File: src/rtl/hex_display_pkg.sv
// Shared constants for the hex display scanner.
//   SEG_BLANK    - active-low segment pattern with every segment off
//   SEG_TABLE    - active-low 7-segment patterns for 0..F, bit6=g .. bit0=a
//   NDIG_DEFAULT - default number of multiplexed digits
package hex_display_pkg;

    localparam int unsigned NDIG_DEFAULT = 4;

    localparam logic [6:0] SEG_BLANK = 7'h7F;

    // Packed so that SEG_TABLE[n] is the pattern for hex digit n; the list
    // below therefore runs from F down to 0.
    localparam logic [15:0][6:0] SEG_TABLE = {
        7'h0E, 7'h06, 7'h21, 7'h46, 7'h03, 7'h08, 7'h10, 7'h00,
        7'h78, 7'h02, 7'h12, 7'h19, 7'h30, 7'h24, 7'h79, 7'h40
    };

endpackage

File: src/rtl/hex_to_seg7.sv
// Combinational hex to active-low 7-segment decoder.
//   hex   in  4  value 0..F
//   seg_n out 7  active-low segments, bit6=g .. bit0=a
module hex_to_seg7
    import hex_display_pkg::*;
(
    input  logic [3:0] hex,
    output logic [6:0] seg_n
);

    assign seg_n = SEG_TABLE[hex];

endmodule

File: src/rtl/hex_display_scanner.sv
// Time-multiplexed driver for NDIG active-low 7-segment digits on one shared
// segment bus. Each digit holds a 4-bit hex value loaded through a write port;
// a prescaler steps the scan index and one shared decoder feeds the pins.
//   CLOCK_50   in   1            system clock, rising edge
//   reset      in   1            synchronous active-high reset
//   wr_en      in   1            write strobe
//   wr_addr    in   clog2(NDIG)  digit index to write (>= NDIG ignored)
//   wr_data    in   4            hex value
//   blank      in   NDIG         per-digit forced blank
//   dig_n      out  NDIG         active-low digit enables, one-hot-low
//   seg_n      out  7            active-low segments, bit6=g .. bit0=a
//   frame_done out  1            one-cycle pulse after the last digit slot
// NDIG must be >= 2 and DIV >= 2.
module hex_display_scanner
    import hex_display_pkg::*;
#(
    parameter int unsigned NDIG        = NDIG_DEFAULT,
    parameter int unsigned DIV         = 50000,
    parameter int unsigned LZ_SUPPRESS = 1
) (
    input  logic                    CLOCK_50,
    input  logic                    reset,
    input  logic                    wr_en,
    input  logic [$clog2(NDIG)-1:0] wr_addr,
    input  logic [3:0]              wr_data,
    input  logic [NDIG-1:0]         blank,
    output logic [NDIG-1:0]         dig_n,
    output logic [6:0]              seg_n,
    output logic                    frame_done
);

    localparam int unsigned IW = $clog2(NDIG);
    localparam int unsigned CW = $clog2(DIV);

    logic [CW-1:0]   cnt_q, cnt_d;
    logic [IW-1:0]   idx_q, idx_d;
    logic [3:0]      digits_q [NDIG];
    logic [NDIG-1:0] dig_n_q, dig_n_d;
    logic [6:0]      seg_n_q, seg_n_d;
    logic            frame_done_q, frame_done_d;

    logic            tick;
    logic            last;
    logic [NDIG-1:0] lz_mask;
    logic            zero_above;
    logic [NDIG-1:0] dig_sel;
    logic [6:0]      dec_seg_n;
    logic            blanked;

    assign tick = (cnt_q == CW'(DIV - 1));
    assign last = (idx_q == IW'(NDIG - 1));

    // A digit is a leading zero when it and every more significant digit are
    // zero. Digit 0 is excluded so a value of zero still shows one "0".
    always_comb begin
        zero_above = 1'b1;
        lz_mask    = '0;
        for (int i = int'(NDIG) - 1; i >= 0; i--) begin
            zero_above = zero_above & (digits_q[i] == 4'h0);
            lz_mask[i] = zero_above && (i > 0) && (LZ_SUPPRESS != 0);
        end
    end

    hex_to_seg7 u_dec (
        .hex   (digits_q[idx_q]),
        .seg_n (dec_seg_n)
    );

    assign blanked = blank[idx_q] | lz_mask[idx_q];

    always_comb begin
        cnt_d        = tick ? '0 : cnt_q + CW'(1);
        idx_d        = idx_q;
        if (tick) begin
            idx_d = last ? '0 : idx_q + IW'(1);
        end

        dig_sel        = '0;
        dig_sel[idx_q] = 1'b1;
        dig_n_d        = ~dig_sel;
        seg_n_d        = blanked ? SEG_BLANK : dec_seg_n;
        // Dark for the tick cycle so the segment bus settles between digits.
        if (tick) begin
            dig_n_d = '1;
            seg_n_d = SEG_BLANK;
        end
        frame_done_d = tick & last;
    end

    always_ff @(posedge CLOCK_50) begin
        if (reset) begin
            cnt_q        <= '0;
            idx_q        <= '0;
            dig_n_q      <= '1;
            seg_n_q      <= SEG_BLANK;
            frame_done_q <= 1'b0;
        end else begin
            cnt_q        <= cnt_d;
            idx_q        <= idx_d;
            dig_n_q      <= dig_n_d;
            seg_n_q      <= seg_n_d;
            frame_done_q <= frame_done_d;
        end
    end

    // Writes are independent of the scan, so a write and a tick in the same
    // cycle both take effect.
    always_ff @(posedge CLOCK_50) begin
        if (reset) begin
            for (int i = 0; i < int'(NDIG); i++) begin
                digits_q[i] <= 4'h0;
            end
        end else if (wr_en && (32'(wr_addr) < NDIG)) begin
            digits_q[wr_addr] <= wr_data;
        end
    end

    assign dig_n      = dig_n_q;
    assign seg_n      = seg_n_q;
    assign frame_done = frame_done_q;

endmodule
File: config.mk
export PLATFORM = sky130hd
export DESIGN_NAME = hex_display_scanner
export DESIGN_NICKNAME = d
export VERILOG_FILES = /design/src/rtl/hex_display_pkg.sv /design/src/rtl/hex_to_seg7.sv /design/src/rtl/hex_display_scanner.sv
export SDC_FILE = /design/constraint.sdc
export NUM_CORES = 1
export LEC_CHECK = 0
export BUFFER_PORTS_ARGS = -buffer_cell sky130_fd_sc_hd__buf_2
export CORE_ASPECT_RATIO = 0.75
export CORE_UTILIZATION = 60
export CTS_BUF_LIST = sky130_fd_sc_hd__clkbuf_4 sky130_fd_sc_hd__clkbuf_8
export CTS_CLUSTER_DIAMETER = 60
export CTS_CLUSTER_SIZE = 30
export DETAILED_ROUTE_END_ITERATION = 16
export HOLD_SLACK_MARGIN = 0.02
export PLACE_DENSITY_LB_ADDON = 0.25
export SETUP_SLACK_MARGIN = 0.3
export SLEW_MARGIN = 10
export SYNTH_ARGS = -nofsm -noshare
export SYNTH_HDL_FRONTEND = slang
export SYNTH_SLANG_ARGS = --single-unit
File: constraint.sdc
create_clock -name CLOCK_50 -period 3.2 [get_ports CLOCK_50]
set_input_delay 0.64 -clock CLOCK_50 [delete_from_list [all_inputs] [get_ports CLOCK_50]]
set_output_delay 0.64 -clock CLOCK_50 [all_outputs]
set_load 0.01 [all_outputs]
# --- Yosys cells after proc, flatten, opt, wreduce, memory -nomap -nowiden ---
# Memory sizes are Yosys's and may differ from the RTL's. A register that Yosys moved wholly into a read port is not among the register bits.
# Cells that the tools add are included.
classes:
  n_mul: 0
  addsub: 2
  n_shift: 0
  muxes: 17
  div: 0
  eq_ne: 2
  order_cmp: 2
  bitwise_logic: 5
  reduce_logical: 7
op_table:
  columns: ["cell", "count"]
  rows:
  - ["16-bit by 1-bit adder with 16-bit output (second input constant)", 1]
  - ["16-bit == test (second input constant)", 1]
  - ["4-bit logical NOT", 3]
  - ["1-bit 2-to-1 mux", 9]
  - ["2-bit 2-to-1 mux", 4]
  - ["1-bit binary-select mux with 2-bit select", 2]
  - ["4-bit 2-to-1 mux", 1]
  - ["4-bit NOT", 1]
  - ["4-bit OR reduction", 1]
  - ["1-bit bitwise AND", 3]
  - ["2-bit by 3-bit less-than comparator with 1-bit output (second input constant)", 1]
  - ["3-bit OR reduction", 1]
  - ["2-bit by 1-bit adder with 2-bit output (second input constant)", 1]
  - ["1-bit demux with 2-bit select", 1]
  - ["2-bit == test (second input constant)", 1]
  - ["2-bit by 1-bit >= comparator with 1-bit output (second input constant)", 1]
  - ["2-bit OR reduction", 1]
  - ["1-bit logical AND", 1]
  - ["1-bit bitwise OR", 1]
totals:
  ram_bits: 16
  inputBits: 13
  latch_bits: 0
  romBits: 112
  output_inout_bits: 12
  ff_bits: 23
  wordCells: 41
  mem_count: 2
memory_table:
  columns: ["memory", "words", "word_bits", "read_ports", "rd_ports_with_merged_regs", "wr", "line_no", "rtl"]
  rows:
  - ["(name not given)", 16, 7, 1, 1, 0, "hex_to_seg7.sv:11", "assign seg_n = SEG_TABLE[hex];"]
  - ["digits_q", 4, 4, 4, 1, 4, "hex_display_scanner.sv:37", "logic [3:0] digits_q [NDIG];"]

# --- Depth between registers and ports, before layout ---
# An unclocked memory read counts as a cell.
logic_depth:
  ltp_word: 8
  ltp_mapped: 7
  ltp_nobuf: 7

# --- By module ---
# A second synthesis with hierarchy kept.
unflattened:
  cells_unflattened: 208
  area_unflattened_um2: 2282.2
modules_own_cells:
  columns: ["mod", "n_inst", "cells_each", "area_per_inst_um2"]
  rows:
  - ["hex_display_scanner", 1, 176, 2006.9]
  - ["hex_to_seg7", 1, 32, 275.3]

# --- Worst setup path after synthesis ---
# OpenSTA, ideal clock, no wires.
synth_path:
  path_kind: "register to register"
  from: "register cnt_q[12]"
  to: "register with a tool-made name"
  period_less_slack_ns: 2.002
  setup_time_ns: 0.077
  t_required_ns: 3.123
  path_buffers: 1
  path_slack_ns: 1.198
  stages_incl_launch_ff: 6
  arrival_ns: 1.924
  path_cell_list: "dfxtp_1 > or4bb_1 > or4_1 > clkbuf_1 > or3_1 > a21oi_1"
synth_lines:
  columns: ["element", "line_no", "rtl"]
  rows:
  - ["from (decl)", "hex_display_scanner.sv:35", "logic [CW-1:0] cnt_q, cnt_d;"]
  - ["from (signal assigned)", "hex_display_scanner.sv:98", "cnt_q <= cnt_d;"]

# --- Worst setup path after layout ---
layout_path:
  from: "register cnt_q[3]"
  to: "register idx_q[0]"
layout_via:
  elab_chain_len: 1
layout_rtl:
  columns: ["element", "line_no", "rtl"]
  rows:
  - ["16-bit == test", "hex_display_scanner.sv:50", "assign tick = (cnt_q == CW'(DIV - 1));"]
  - ["to (signal assigned)", "hex_display_scanner.sv:99", "idx_q <= idx_d;"]
  - ["to (decl)", "hex_display_scanner.sv:36", "logic [IW-1:0] idx_q, idx_d;"]
# Every way passes these cells.
# A chain may end at the register's enable or synchronous reset.

==> flow_results.xml <==
<?xml version="1.0" encoding="UTF-8"?>
<metrics>
  <group name="routing">
    <metric name="routed_via_density" unit="">5.52</metric>
    <metric name="first_iter_violations" unit="">89</metric>
    <metric name="drt-total-wl" unit="µm">3980</metric>
    <metric name="routed_wire_length_per_instance" unit="µm">13.8</metric>
    <metric name="remaining_drc_errors" unit="">0</metric>
    <metric name="via_count" unit="">1590</metric>
    <metric name="antenna_violating_nets_post_route" unit="">0</metric>
    <metric name="drt_pre_antenna_iters" unit="">4</metric>
  </group>
  <group name="placement">
    <metric name="gpl.final_weighted_congestion" unit="">0.820</metric>
    <metric name="dpl.cell_count" unit="">280</metric>
    <metric name="detailed_place_hpwl" unit="µm">2820</metric>
    <metric name="port_buffers" unit="">24</metric>
    <metric name="dpl-instance-area" unit="µm²">2410</metric>
  </group>
  <group name="power">
    <metric name="switching_power" unit="µW">264</metric>
    <metric name="switching_share" unit="%">20.6</metric>
    <metric name="intPower" unit="mW">1.02</metric>
    <metric name="combinationalPowerShare" unit="%">7.6</metric>
    <metric name="power_frac_seq" unit="%">52.0</metric>
    <metric name="p_clk_share" unit="%">40.4</metric>
    <metric name="power.density_cell_area" unit="nW/µm²">503</metric>
    <metric name="static-leakage-power" unit="nW">0.959</metric>
    <metric name="design_power_total" unit="mW">1.28</metric>
    <metric name="ir_worst_vdd" unit="mV">0.332</metric>
  </group>
  <group name="clock_network">
    <metric name="htreeDepth" unit="">2</metric>
    <metric name="cts.repair_timing.setup_buffer_count" unit="">0</metric>
    <metric name="clkSinkCount" unit="">48</metric>
    <metric name="max-clock-path-buffers" unit="">2</metric>
    <metric name="root_buffer" unit="">sky130_fd_sc_hd__clkbuf_8</metric>
    <metric name="clock_buffers_created_by_tritoncts" unit="">5</metric>
    <metric name="cts_tree" unit="">yes</metric>
    <metric name="ctsResizeCount" unit="">0</metric>
    <metric name="cts_hold_buffers" unit="">0</metric>
    <metric name="worst_setup_hold_path_clk_slew" unit="ns">0.08</metric>
    <metric name="clock_insertion_delay_worst_skew" unit="ns">0.30</metric>
  </group>
  <group name="floorplanning">
    <metric name="area_of_the_die" unit="µm²">3980</metric>
    <metric name="chipHeight" unit="µm">54.9</metric>
    <metric name="start_util" unit="%">65.4</metric>
    <metric name="dieWidth" unit="µm">72.5</metric>
    <metric name="core_area" unit="µm²">3420</metric>
    <metric name="row_count" unit="">18</metric>
    <metric name="i_o_pins" unit="">25</metric>
  </group>
  <group name="synth">
    <metric name="synth.ff_latch_count" unit="">48</metric>
    <metric name="synth_async_sr_flop_share" unit="%">0</metric>
    <metric name="dominantRegCellSynth" unit="">sky130_fd_sc_hd__dfxtp_1</metric>
    <metric name="synthesis.nets" unit="">233</metric>
    <metric name="yosysSeqAreaShare" unit="%">50.1</metric>
    <metric name="synth.lib_cells_used.distinct" unit="">36</metric>
    <metric name="netlist_area" unit="µm²">2240</metric>
    <metric name="post_synth_edffs" unit="">16</metric>
    <metric name="yosysWarningCount" unit="">0</metric>
    <metric name="syn_area_per_cell" unit="µm²">10.7</metric>
    <metric name="synthCells" unit="">209</metric>
  </group>
  <group name="grt">
    <metric name="grt_pass1_wl" unit="µm">6310</metric>
    <metric name="groute.usage.overall" unit="%">22.0</metric>
    <metric name="grt.busiest_layer" unit="">met1</metric>
    <metric name="globalRoute.totalOverflow" unit="">0</metric>
    <metric name="grt_max_degree" unit="">16</metric>
    <metric name="global_route.usage.met2" unit="%">31.0</metric>
    <metric name="grt_pass1_vias" unit="">1342</metric>
    <metric name="grt_antenna_before_repair" unit="">0</metric>
    <metric name="grt_use_met1" unit="%">32.7</metric>
    <metric name="grt_use_met3" unit="%">5.62</metric>
  </group>
  <group name="setup_path">
    <metric name="r2r_slack" unit="ns">1.04</metric>
    <metric name="cp_data_arrival_time" unit="ns">2.39</metric>
    <metric name="setup.worst_path.class" unit="">register to register</metric>
    <metric name="timing.critical_path.required" unit="ns">3.43</metric>
    <metric name="worstPathMaxFanout" unit="">7</metric>
    <metric name="crit_path_start_kind" unit="">register</metric>
    <metric name="end_kind" unit="">register</metric>
  </group>
  <group name="finish">
    <metric name="final_common_cell" unit="">sky130_fd_sc_hd__dfxtp_1</metric>
    <metric name="area_delta_synth_final" unit="%">13.9</metric>
    <metric name="finalCoreUtilization" unit="%">74.5</metric>
    <metric name="n_fill_cell" unit="">238</metric>
    <metric name="layoutNonFillerInstCount" unit="">288</metric>
    <metric name="sequential_cell_area" unit="µm²">1120</metric>
    <metric name="stdcell_area" unit="µm²">2550</metric>
    <metric name="multiInputGateArea" unit="µm²">1070</metric>
    <metric name="number_of_antenna_cells_inserted" unit="">0</metric>
    <metric name="nets" unit="">261</metric>
    <metric name="most-common-layout-cells" unit="">32 x sky130_fd_sc_hd__dfxtp_1, 24 x sky130_fd_sc_hd__buf_2, 18 x sky130_fd_sc_hd__and2_1</metric>
    <metric name="final_layout_size_suffix_gt1_share" unit="%">18.9</metric>
  </group>
  <group name="timing">
    <metric name="aggregate_negative_setup_slack" unit="ns">0</metric>
    <metric name="timing.slew.headroom" unit="%">59.7</metric>
    <metric name="tightest_slew" unit="ns">0.601</metric>
    <metric name="final.min_clock_period" unit="ns">2.16</metric>
    <metric name="fmaxAchievable" unit="MHz">463</metric>
    <metric name="clock-skew-final" unit="ns">0.00853</metric>
    <metric name="maxSlewViolCount" unit="">0</metric>
    <metric name="final_setup_violation_count" unit="">0</metric>
    <metric name="report.final.hold_viol_count" unit="">0</metric>
    <metric name="timing.final.crit_share" unit="%">67.5</metric>
    <metric name="rsz0062_at_grt" unit="">false</metric>
  </group>
  <group name="min_path">
    <metric name="worst_hold_path_type" unit="">register to register</metric>
  </group>
  <group name="job">
    <metric name="cap_viol_max_count" unit="">0</metric>
  </group>
  <group name="run_status">
    <metric name="status" unit="">finished clean</metric>
  </group>
</metrics>
==> final cells by class <==
class / instances / area share, %
flip-flops and latches: 48 / 44.0
multi-input cells: 148 / 41.9
repair buffers: 25 / 5.00
clock buffers: 6 / 2.99
well taps: 50 / 2.45
clock inverters: 2 / 2.36
inverters: 9 / 1.32
==> state kept, by name, summed over array words and instances (netlist names), named ones only <==
name	flops
cnt_q	16
dig_n	4
digits_q	16
frame_done	1
idx_q	2
seg_n	7
==> logic make-up (layout without fill, tap and decap cells) <==
kind of cell	count (synthesis)	after routing	share of synthesized area [%]
DFF	48	48	50.1
and+or+nand+nor	98	98	23.9
buffers and inverters	13	42	2.23
muxes	11	11	7.82
AOI/OAI and AO/OA	15	15	4.80
xor gates and xnor gates	13	13	5.08
adders and majority gates	11	11	6.15
==> worst paths after layout <==
path / startpoint / to / cells after the start
worst max register to register: cnt_q[3] / idx_q[0] / 4
worst max-delay path: cnt_q[3] / idx_q[0] / 4
worst min register to register: cnt_q[0] / cnt_q[0] / 1
worst min-delay path: cnt_q[0] / cnt_q[0] / 1
==> worst max-delay path, stage by stage, from the launching register on <==
cell and delay [ns]:
sky130_fd_sc_hd__dfxtp_1 0.45, sky130_fd_sc_hd__or4b_1 0.51, sky130_fd_sc_hd__or4_1 0.62, sky130_fd_sc_hd__or3_1 0.35, sky130_fd_sc_hd__a21oi_1 0.16
==> cells in the mapped netlist, drive strengths merged (3+ instances only) <==
master	number	share of area [%]
a21oi	5	1.1
and2	18	5.0
and3	4	1.1
clkbuf	3	0.50
dfxtp	32	29
edfxtp	16	21
ha	11	6.1
inv	9	1.5
mux2i	4	1.8
mux4	5	5.0
nand2	15	2.5
nand3	11	2.5
nand4	6	1.7
nor2	16	2.7
nor3	6	1.3
nor4	5	1.4
o21ai	3	0.67
or2	3	0.84
or3	3	0.84
or4	3	1.0
xnor2	8	3.1
xor2	5	2.0
==> metal layers <==
layer  wire length, µm  vias up
met5                 0        -
met4                41        0
met3               195        6
met2              1630       42
met1              2110      738
li1                  -      804
==> metrics by stage <==
| stage | setup WS, ns | hold WS [ns] |
|---|---|---|
| 5_1_grt | 0.966 | 0.486 |
| 3_5_place_dp | 1.08 | 0.437 |
| 6_report | 1.04 | 0.454 |
| 2_1_floorplan | 1.20 | 0.418 |
| 4_1_cts | 1.06 | 0.457 |
| 3_3_place_gp | 1.16 | 0.431 |
==> power groups by stage <==
stage / clock network, mW / registers [mW] / logic [mW]
2_1_floorplan: 0 / 0.680 / 0.0633
3_3_place_gp: 0 / 0.680 / 0.0970
3_5_place_dp: 0 / 0.681 / 0.0972
4_1_cts: 0.526 / 0.667 / 0.0974
5_1_grt: 0.549 / 0.670 / 0.109
6_report: 0.519 / 0.667 / 0.0974
Power figures use the tool's default switching activity.
